==> src/rtl/cnt_status_writer_pkg.sv <==
// Shared constants and types for the controller-region status writer.
// The word0 bit positions and the status snapshot layout are defined here.
package cnt_status_writer_pkg;

    localparam logic [7:0] ADDR_STATUS_BASE = 8'h40;
    localparam int         STATUS_WORDS     = 4;

    localparam int W0_BIT_VALID       = 0;
    localparam int W0_BIT_THERMO      = 1;
    localparam int W0_BIT_FORCE_FAN   = 2;
    localparam int W0_BIT_MOD_SEGMENT = 3;
    localparam int W0_BIT_STM_SEGMENT = 4;
    localparam int W0_BIT_STM_MODE    = 5;
    localparam int W0_BIT_SEQ_LSB     = 6;

    typedef enum logic [1:0] {
        ST_IDLE,
        ST_REQUEST,
        ST_WRITE,
        ST_RELEASE
    } state_e;

    typedef struct packed {
        logic stmMode;
        logic stmSegment;
        logic modSegment;
        logic forceFan;
        logic thermo;
    } status_flags_t;

    typedef struct packed {
        status_flags_t flags;
        logic [14:0]   modIdx;
        logic [15:0]   stmIdx;
    } status_snap_t;

    // Builds status word idx from a captured snapshot and the sequence count.
    function automatic logic [15:0] statusWord(input status_snap_t snap,
                                               input logic [15:0]  seq,
                                               input logic [1:0]   idx);
        logic [15:0] word;
        word = '0;
        case (idx)
            2'd0: begin
                word[W0_BIT_VALID]       = 1'b1;
                word[W0_BIT_THERMO]      = snap.flags.thermo;
                word[W0_BIT_FORCE_FAN]   = snap.flags.forceFan;
                word[W0_BIT_MOD_SEGMENT] = snap.flags.modSegment;
                word[W0_BIT_STM_SEGMENT] = snap.flags.stmSegment;
                word[W0_BIT_STM_MODE]    = snap.flags.stmMode;
                word[W0_BIT_SEQ_LSB]     = seq[0];
            end
            2'd1:    word = {1'b0, snap.modIdx};
            2'd2:    word = snap.stmIdx;
            default: word = seq;
        endcase
        return word;
    endfunction

endpackage

==> src/rtl/cnt_status_writer.sv <==
// Writes a four-word status block into the controller BRAM region whenever a
// flag changes or the refresh period expires, arbitrating via REQ/GNT.
module cnt_status_writer
    import cnt_status_writer_pkg::*;
#(
    parameter int REFRESH_CYCLES = 20480
) (
    input  logic        CLK,
    input  logic        RST,
    input  logic        THERMO,
    input  logic        FORCE_FAN,
    input  logic        MOD_SEGMENT,
    input  logic        STM_SEGMENT,
    input  logic        STM_MODE,
    input  logic [14:0] MOD_IDX,
    input  logic [15:0] STM_IDX,
    output logic        REQ,
    input  logic        GNT,
    output logic        WE,
    output logic [7:0]  ADDR,
    output logic [15:0] DIN
);

    localparam int             CW           = $clog2(REFRESH_CYCLES);
    localparam logic [CW-1:0]  REFRESH_LAST = CW'(REFRESH_CYCLES - 1);
    localparam logic [1:0]     LAST_WORD    = 2'(STATUS_WORDS - 1);

    state_e        state_q, state_d;
    logic [1:0]    wordIdx_q, wordIdx_d;
    logic [CW-1:0] refresh_q;
    logic [15:0]   seq_q;
    status_snap_t  snap_q;
    status_flags_t lastFlags_q;
    logic          req_q;
    logic [7:0]    addr_q;
    logic [15:0]   din_q;

    status_flags_t flagsNow;
    status_snap_t  snapNow;
    logic          trigger;

    always_comb begin
        flagsNow = '{stmMode:    STM_MODE,
                     stmSegment: STM_SEGMENT,
                     modSegment: MOD_SEGMENT,
                     forceFan:   FORCE_FAN,
                     thermo:     THERMO};
        snapNow  = '{flags: flagsNow, modIdx: MOD_IDX, stmIdx: STM_IDX};
        trigger  = (flagsNow != lastFlags_q) || (refresh_q == REFRESH_LAST);
    end

    // Word index only advances on a granted write, so a lost grant resumes in place.
    always_comb begin
        state_d   = state_q;
        wordIdx_d = wordIdx_q;
        case (state_q)
            ST_IDLE: begin
                if (trigger) begin
                    state_d   = ST_REQUEST;
                    wordIdx_d = 2'd0;
                end
            end
            ST_REQUEST: begin
                if (GNT) begin
                    state_d = ST_WRITE;
                end
            end
            ST_WRITE: begin
                if (GNT) begin
                    if (wordIdx_q == LAST_WORD) begin
                        state_d = ST_RELEASE;
                    end else begin
                        wordIdx_d = wordIdx_q + 2'd1;
                    end
                end
            end
            default: begin
                state_d = ST_IDLE;
            end
        endcase
    end

    always_comb begin
        WE   = (state_q == ST_WRITE) && GNT;
        REQ  = req_q;
        ADDR = addr_q;
        DIN  = din_q;
    end

    always_ff @(posedge CLK or posedge RST) begin
        if (RST) begin
            state_q     <= ST_IDLE;
            wordIdx_q   <= 2'd0;
            refresh_q   <= '0;
            seq_q       <= 16'd0;
            snap_q      <= '0;
            lastFlags_q <= '0;
            req_q       <= 1'b0;
            addr_q      <= 8'd0;
            din_q       <= 16'd0;
        end else begin
            state_q   <= state_d;
            wordIdx_q <= wordIdx_d;
            req_q     <= (state_d == ST_REQUEST) || (state_d == ST_WRITE);

            if ((state_q == ST_IDLE) && (state_d == ST_REQUEST)) begin
                snap_q <= snapNow;
            end

            // Refresh period restarts after each completed burst.
            if (state_q == ST_RELEASE) begin
                seq_q       <= seq_q + 16'd1;
                lastFlags_q <= snap_q.flags;
                refresh_q   <= '0;
            end else if (refresh_q != REFRESH_LAST) begin
                refresh_q <= refresh_q + 1'b1;
            end

            if (state_d == ST_WRITE) begin
                addr_q <= ADDR_STATUS_BASE + {6'd0, wordIdx_d};
                din_q  <= statusWord(snap_q, seq_q, wordIdx_d);
            end
        end
    end

endmodule
==> config.mk <==
export PLATFORM = sky130hd
export DESIGN_NAME = cnt_status_writer
export DESIGN_NICKNAME = d
export VERILOG_FILES = /design/src/rtl/cnt_status_writer_pkg.sv /design/src/rtl/cnt_status_writer.sv
export SDC_FILE = /design/constraint.sdc
export NUM_CORES = 1
export LEC_CHECK = 0
export BUFFER_PORTS_ARGS = -buffer_cell sky130_fd_sc_hd__buf_2
export CORE_MARGIN = 2
export CORE_UTILIZATION = 45
export CTS_BUF_LIST = sky130_fd_sc_hd__clkbuf_2 sky130_fd_sc_hd__clkbuf_4 sky130_fd_sc_hd__clkbuf_8
export DETAILED_ROUTE_END_ITERATION = 10
export PLACE_DENSITY = 0.65
export SKIP_LAST_GASP = 1
export SYNTH_ARGS = -nofsm -noshare
export SYNTH_HDL_FRONTEND = slang
export SYNTH_SLANG_ARGS = --single-unit
==> constraint.sdc <==
create_clock -name CLK -period 8 [get_ports CLK]
set_input_delay 0.4 -clock CLK [delete_from_list [all_inputs] [get_ports CLK]]
set_output_delay 0.4 -clock CLK [all_outputs]
set_load 0.03 [all_outputs]
==> results of run 1 <==
==> worst max-delay path by stage <==
stage                 start  endpoint  cells after the start
6_report       refresh_q[0]    DIN[0]                      8
5_1_grt        refresh_q[0]    DIN[0]                      8
4_1_cts        refresh_q[0]    DIN[0]                      8
3_5_place_dp   refresh_q[0]    DIN[0]                      8
3_3_place_gp   refresh_q[0]    DIN[0]                      9
2_1_floorplan           RST   ADDR[0]                      1
==> layer usage <==
layer	share of wire, %	wire length, microns
met1	49	4190
met2	45	3810
met3	4.3	368
met4	1.1	95
met5	0	0
==> worst max-delay path, cell delays in order, from the launching register on <==
cell and delay, ps:
dfrtp_1 410, ha_1 230, and3_1 240, and4_4 240, o41ai_1 390, o22a_1 210, ha_1 950, nand2_1 230
o221a_2 320
==> final cells by class <==
class	instances	area share [%]
multi-input cells	253	37.2
clock inverters	6	1.38
well taps	133	3.35
inverters	9	0.730
repair buffers	62	6.39
flip-flops and latches	96	48.3
clock buffers	10	2.64
==> through the flow <==
stage	cell area [sq um]	power [uW]	instances	hold slack [ps]
after floorplan	4430	1340	381	445
after global placement	4770	1490	553	469
after detailed placement	4770	1510	553	473
after CTS	4970	1840	569	92.7
after global routing	4970	1950	569	128
final	4970	1820	569	75.4
==> logic make-up (layout without fill, tap and decap cells) <==
logic type,after synthesis,in the layout
simple gates,117,117
flops,96,96
mux,55,55
compound gates,41,41
buf+inv,32,87
xor+xnor,31,31
fa+ha+maj,4,4
other cells,1,5
==> power by group through the flow <==
stage                     Combinational, uW  Sequential [uW]  Clock (uW)
after detailed placement                702              813           0
after global placement                  679              809           0
after global routing                    769              830         348
after floorplan                         477              863           0
after CTS                               702              805         329
final                                   691              805         322
==> registers in the layout, indices dropped and copies added (netlist names) <==
name,cells
snap_q,36
DIN,16
seq_q,16
refresh_q,15
lastFlags_q,5
ADDR,3
state_q,2
wordIdx_q,2
REQ,1
==> layout by cell type (no fill, tap or decap), types with 4 or more instances in the layout <==
cell,count
dfrtp_1,96
buf_2,59
mux2_2,52
nand2_1,38
nor2_1,32
xnor2_1,20
nand3_1,14
a31oi_1,14
a22oi_1,12
xor2_1,11
clkbuf_8,9
nand4_1,8
inv_1,8
conb_1,5
and3_1,4
ha_1,4
==> reports/qor.yml, run 1 <==
synth.avg_cell_area_sq_um: 11.7
skew_ps: 12.6
n_fill_cell: 893
cts_hold_buffers: 0
drive_gt1_share_pct: 32.3
crit_type: "reg -> reg"
io_buffers: 59
synth_top_family_by_area: "multiplexers"
netlist_area_sq_um: 4410
final_util_pct: 51.6
cts_tree: "yes"
dpl.hpwl_microns: 5840
clockPowerShare_pct: 17.7
hold_viol: 0
cap_violations: 0
rsz0062_at_grt: "no"
seqCellArea_sq_um: 2400
worstPathMaxFanout: 35
vias: 2907
globalRouteMet3Util_pct: 4.00
multiInputGateArea_sq_um: 1850
grt_pass1_wl_microns: 14500
core_sq_um: 9640
timing.rr.end: "DIN[0]"
htree_levels: 3
status: "completed"
drc_errors: 0
finalWorstSetupSlack_ps: 4670
grt.overflow.total: 0
switching_power_uw: 681
rows: 36
cts_max_path_buffers: 2
die_area_sq_um: 10600
yosys-top-cells-count: "dfrtp_1, mux2_2, nand2_1"
relSlewSlack_pct: 21.0
drv_slew: 0
postCtsSetupRepairBufs: 0
viasPerCell: 5.11
antenna_found_initial: 0
synth_cells: 377
min_path_type: "in -> async"
cts_sinks: 96
muxShareOfSynthArea_pct: 14.0
critical_path_arrival_ps: 3590
grt_pass1_vias: 2977
p_int_uw: 1140
worst_pin_slew_ps: 1190
pin_count: 65
comb_power_share_pct: 38.0
cts.repair.resized: 0
dp_slack_ps: 4700
antenna_cells: 0
endpoint_kind: "flop"
clk_pin_slew_ps: 100
ys_seq_area_share_pct: 54.5
fmaxAchievable_mhz: 300
synthTopCellsByArea: "dfrtp_1, mux2_2, xnor2_1, nand2_1, nor2_1"
routedWlPerCell_microns: 14.9
power_density_nw_per_um2: 366
finalSetupViolCount: 0
drtIter0Drc: 145
start_util_pct: 45.8
switching_share_pct: 37.5
dr.pass1.iters: 6
power_leakage_uw: 0.00217
synth_top_area_share_pct: 54.5
synth_compound_area_share_pct: 7.12
fp.dieW_microns: 103
grt_usage_pct: 17.7
antenna_left: 0
die_y_microns: 103
startpoint_type: "flop"
routed_wl_microns: 8460
ir_drop_mv: 0.239
yosys.area.top_type: "dfrtp_1"
grt_use_met2_pct: 26.9
rr_worst_depth: 8
yosys.area_share.simple_pct: 13.1
fin_crit_sh_pct: 41.6
synth_fa_ha_area_share_pct: 1.13
busiest_layer: "met2"
numCtsBuffers: 9
area_delta_synth_final_pct: 12.7
rrSetupSlack_ps: 4670
synth_edf_count: 0
grt_max_degree: 54
synthArstFlopShare_pct: 100
final_nets: 474
synthFlopType: "dfrtp_1"
critPathRequiredTime_ps: 8260
clkLatencyLatePin_ps: 370
timing.rr.start: "refresh_q[0]"
met1_usage_pct: 25.2
seqPwrFrac_pct: 44.3
gp_congestion: 0.782
period_needed_ps: 3330
synthXorXnorAreaFrac_pct: 6.16
yosys_warnings: 0
yosysUniqueCellTypes: 46
root_buffer: "clkbuf_8"
setup_tns_ps: 0
yosys_register_bits: 96
synth_most_common_cell: "dfrtp_1"
No activity file was read; power rests on OpenSTA's default activity.
==> inputs of run 2 (changes only) <==
- PLACE_DENSITY: 0.65 -> 0.68
- clock period: 8 -> 2.7 ns (I/O delays scaled with it)
==> reports/qor.yml, run 2 (synthesis results as in run 1) <==
status: "completed"
final_cells: 604
io_buffers: 59
cts.repair.resized: 0
skew_ps: 9.10
design_area_sq_um: 5360
grt.overflow.total: 0
switching_power_uw: 2040
min_path_type: "in -> reg"
clk_pin_slew_ps: 90
layout_common_cells: "dfrtp_1, buf_2, mux2_2, nand2_1, nor2_1"
area_delta_synth_final_pct: 21.6
die_y_microns: 103
routed_wl_microns: 8970
rows: 36
pin_count: 65
comb_power_share_pct: 39.0
grt_pass1_vias: 3048
grt_pass1_wl_microns: 14800
period_needed_ps: 2600
crit_start: "refresh_q[0]"
dp_cells: 561
worst_pin_slew_ps: 594
n_fill_cell: 841
final_nets: 509
cts_max_path_buffers: 2
routedWlPerCell_microns: 14.9
drive_gt1_share_pct: 31.8
drc_errors: 0
power_density_nw_per_um2: 1040
cap_violations: 0
seqPwrFrac_pct: 42.6
timing.rr.start: "refresh_q[0]"
htree_levels: 3
dpl.hpwl_microns: 6180
switching_share_pct: 36.4
largest-register: "snap_q"
ir_drop_mv: 0.501
clkLatencyLatePin_ps: 370
p_int_uw: 3560
die_area_sq_um: 10600
core_sq_um: 9640
hold_viol: 0
antenna_cells: 0
relSlewSlack_pct: 60.4
whs_ps: 4.83
antenna_left: 0
vias: 3087
fp.dieW_microns: 103
grt_max_degree: 46
antenna_found_initial: 0
largest_register_ffs: 36
min_from: "STM_IDX[8]"
fmaxAchievable_mhz: 385
setup_tns_ps: 0
multiInputGateArea_sq_um: 1850
start_util_pct: 45.8
rsz0062_at_grt: "no"
worstPathMaxFanout: 36
crit_type: "reg -> reg"
clockPowerShare_pct: 18.5
finalSetupViolCount: 0
cts_sinks: 96
power_leakage_uw: 0.00234
viasPerCell: 5.11
drtIter0Drc: 99
place_area_sq_um: 4870
layout.cells.most_common: "dfrtp_1"
endpoint_kind: "flop"
seqCellArea_sq_um: 2400
critical_path_arrival_ps: 2850
startpoint_type: "flop"
critPathRequiredTime_ps: 2960
gp_congestion: 0.748
fin_crit_sh_pct: 96.3
dr.pass1.iters: 4
numCtsBuffers: 9
cts_tree: "yes"
grt_usage_pct: 18.4
root_buffer: "clkbuf_8"
drv_slew: 0
==> run 2: metal layers <==
layer  up-vias  part of all wire, %  GRT usage, %
met2        61                   48          28.5
met3        12                  3.7          3.80
met1      1535                   46          25.5
li1       1479                    -             -
met5         -                    0             0
met4         0                  1.4          6.98
==> run 2: what timing repair did <==
item | in CTS | in global routing
hold buffers | 24 | 3
endpoints found under the hold margin | 53 | 3
setup endpoints to repair | 0 | 0
buffers inserted | 0 | 0
==> run 2: path summary, 6_finish.rpt <==
check	to	slack, ps	cells after the start
min	snap_q[8]	5	2
max	snap_q[0]	100	10
max reg2reg	snap_q[0]	100	10
min reg2reg	ADDR[6]	480	1
min in group asynchronous	seq_q[10]	360	3
max in group asynchronous	snap_q[32]	1650	4
==> run 2: cell type report <==
class                      instances  area share, %
clock buffer                      11           2.59
clock inverter                     5           1.52
inverter                           9          0.653
multi-input combinational        253           34.6
sequential                        96           44.8
tap                              133           3.10
timing repair buffer              97           12.8
==> run 2: per-stage QoR <==
| stage | utilization, % | total power [uW] | worst slack (ps) |
|---|---|---|---|
| after floorplan | - | 4020 | 24.2 |
| after global placement | 50.6 | 4490 | 158 |
| after detailed placement | 50.6 | 4580 | 130 |
| after CTS | 55.3 | 5650 | 109 |
| after global routing | 55.6 | 5980 | 8.21 |
| final | 55.6 | 5600 | 101 |
==> run 2: power by group through the flow <==
stage | sequential, uW | combinational (uW) | clock (uW)
after floorplan | 2560 | 1460 | 0
after global placement | 2390 | 2100 | 0
final | 2390 | 2180 | 1030
after detailed placement | 2400 | 2170 | 0
after global routing | 2460 | 2400 | 1130
after CTS | 2380 | 2210 | 1060
==> run 2: worst max-delay path, cell delays in order (launching register included) <==
cell	delay, ps
dfrtp_1	420
ha_1	230
and3_4	210
and4_4	180
o41ai_1	320
o22a_1	230
inv_1	60
ha_1	180
and2_1	160
buf_12	190
mux2_2	290
==> inputs of run 3 (changes only) <==
- CORE_UTILIZATION: 45 -> 53
- PLACE_DENSITY: 0.68 -> 0.78
==> reports/qor.yml, run 3 (synthesis results as in run 1) <==
rsz0062_at_grt: "yes"
finalSetupViolCount: 0
clkLatencyLatePin_ps: 350
final_util_pct: 64.6
startpoint_type: "flop"
root_buffer: "clkbuf_8"
grt_max_degree: 97
busiest_layer: "met2"
viasPerCell: 5.44
status: "completed"
area_delta_synth_final_pct: 19.2
grt_use_met2_pct: 35.5
grt_pass1_vias: 3055
layout.cells.most_common: "dfrtp_1"
comb_power_share_pct: 38.0
critical_path_arrival_ps: 2840
globalRouteMet3Util_pct: 5.22
clockPowerShare_pct: 20.9
critPathRequiredTime_ps: 2940
fp.dieW_microns: 95.2
max_stage_delay_ps: 420
fmaxAchievable_mhz: 385
final_nets: 495
layout_common_cells: "dfrtp_1, buf_2, mux2_2, nand2_1, nor2_1"
met1_usage_pct: 30.1
largest_register_ffs: 36
antenna_left: 0
power_density_nw_per_um2: 1110
io_buffers: 59
switching_share_pct: 35.7
drive_gt1_share_pct: 32.9
clk_pin_slew_ps: 90
slowest_stage: "dfrtp_1"
period_needed_ps: 2600
cap_violations: 0
drc_errors: 0
htree_levels: 3
worstPathMaxFanout: 17
grt_pass1_wl_microns: 15200
dr.pass1.iters: 5
gp_congestion: 0.798
min_from: "STM_IDX[12]"
antenna_found_initial: 0
crit_start: "refresh_q[0]"
min_path_type: "in -> reg"
grt_usage_pct: 22.1
hold_viol: 0
dp_slack_ps: 45.2
rows: 33
finalWorstSetupSlack_ps: 103
path_common_cell: "ha_1"
cts_tree: "yes"
switching_power_uw: 2090
drtIter0Drc: 184
drv_slew: 0
ir_drop_mv: 0.654
die_y_microns: 95.2
setup_tns_ps: 0
numCtsBuffers: 9
start_util_pct: 54.2
routed_wl_microns: 9120
worst_pin_slew_ps: 516
pin_count: 65
power_leakage_uw: 0.00231
skew_ps: 7.71
whs_ps: 14.9
core_sq_um: 8130
seqPwrFrac_pct: 41.1
routedWlPerCell_microns: 16.3
largest-register: "snap_q"
dpl.hpwl_microns: 6080
grt.overflow.total: 0
die_area_sq_um: 9070
timing.rr.start: "refresh_q[0]"
fin_crit_sh_pct: 96.2
vias: 3051
crit_chain: "ha_1 > and3_4 > and4_4 > o41ai_2 > o22a_1 > inv_1 > ha_1 > and2_2 > buf_8 > mux2_2"
cts_max_path_buffers: 2
crit_type: "reg -> reg"
p_int_uw: 3760
cts_sinks: 96
endpoint_kind: "flop"
antenna_cells: 0
relSlewSlack_pct: 65.6
run 3: cell types whose count changed in the layout (fill, tap and decap cells not counted), sizes merged:
cell,before,now
buf,70,69
bufinv,2,4
clkbuf,11,10
clkinv,3,2
clkinvlp,1,0
dlygate4sd3,27,14
run 3: area by class of cell:
cell class	instances	area [sq um]
multi-input cells	253	1860
fillers	600	2880
clock inverters	5	129
inverters	9	35.0
clock buffers	10	138
repair buffers	83	559
flip-flops and latches	96	2400
well taps	105	131
run 3: power by group through the flow:
stage	Combinational [uW]	Sequential, uW	Clock [uW]
after global routing	2430	2470	1300
after global placement	2060	2390	0
after floorplan	1460	2560	0
after detailed placement	2150	2410	0
after CTS	2190	2390	1250
final	2220	2400	1220
run 3: worst max-delay path, delay by kind of cell (launching register included):
| family | cells | cell delay (ps) |
|---|---|---|
| buf+inv | 2 | 240 |
| simple gates | 3 | 600 |
| flops | 1 | 420 |
| mux | 1 | 280 |
| compound gates | 2 | 500 |
| fa+ha+maj | 2 | 430 |
run 3: final timing paths:
kind / endpoint / slack, ps / depth (start not counted)
max: snap_q[2] / 100 / 10
min: snap_q[12] / 10 / 2
max reg2reg: snap_q[2] / 100 / 10
min reg2reg: ADDR[6] / 470 / 1
max in group asynchronous: snap_q[9] / 1870 / 4
min in group asynchronous: ADDR[6] / 410 / 4
run 3: layer usage:
metal	wire length, microns	share of wire, %
met4	82	0.90
met3	429	4.7
met1	3970	44
met2	4640	51
met5	0	0
run 3: per-stage QoR:
step,instances,power (uW),instance area (sq um)
floorplan,381,4020,4460
global placement,531,4440,4810
detailed placement,531,4560,4810
CTS,559,5830,5210
global route,561,6200,5260
finish,561,5850,5260
run 3: repair_timing:
item	in CTS	in global routing
resized for setup	0	5
hold buffers	13	1
endpoints found under the hold margin	108	1
setup buffers	0	1
endpoints found under the setup margin	0	49
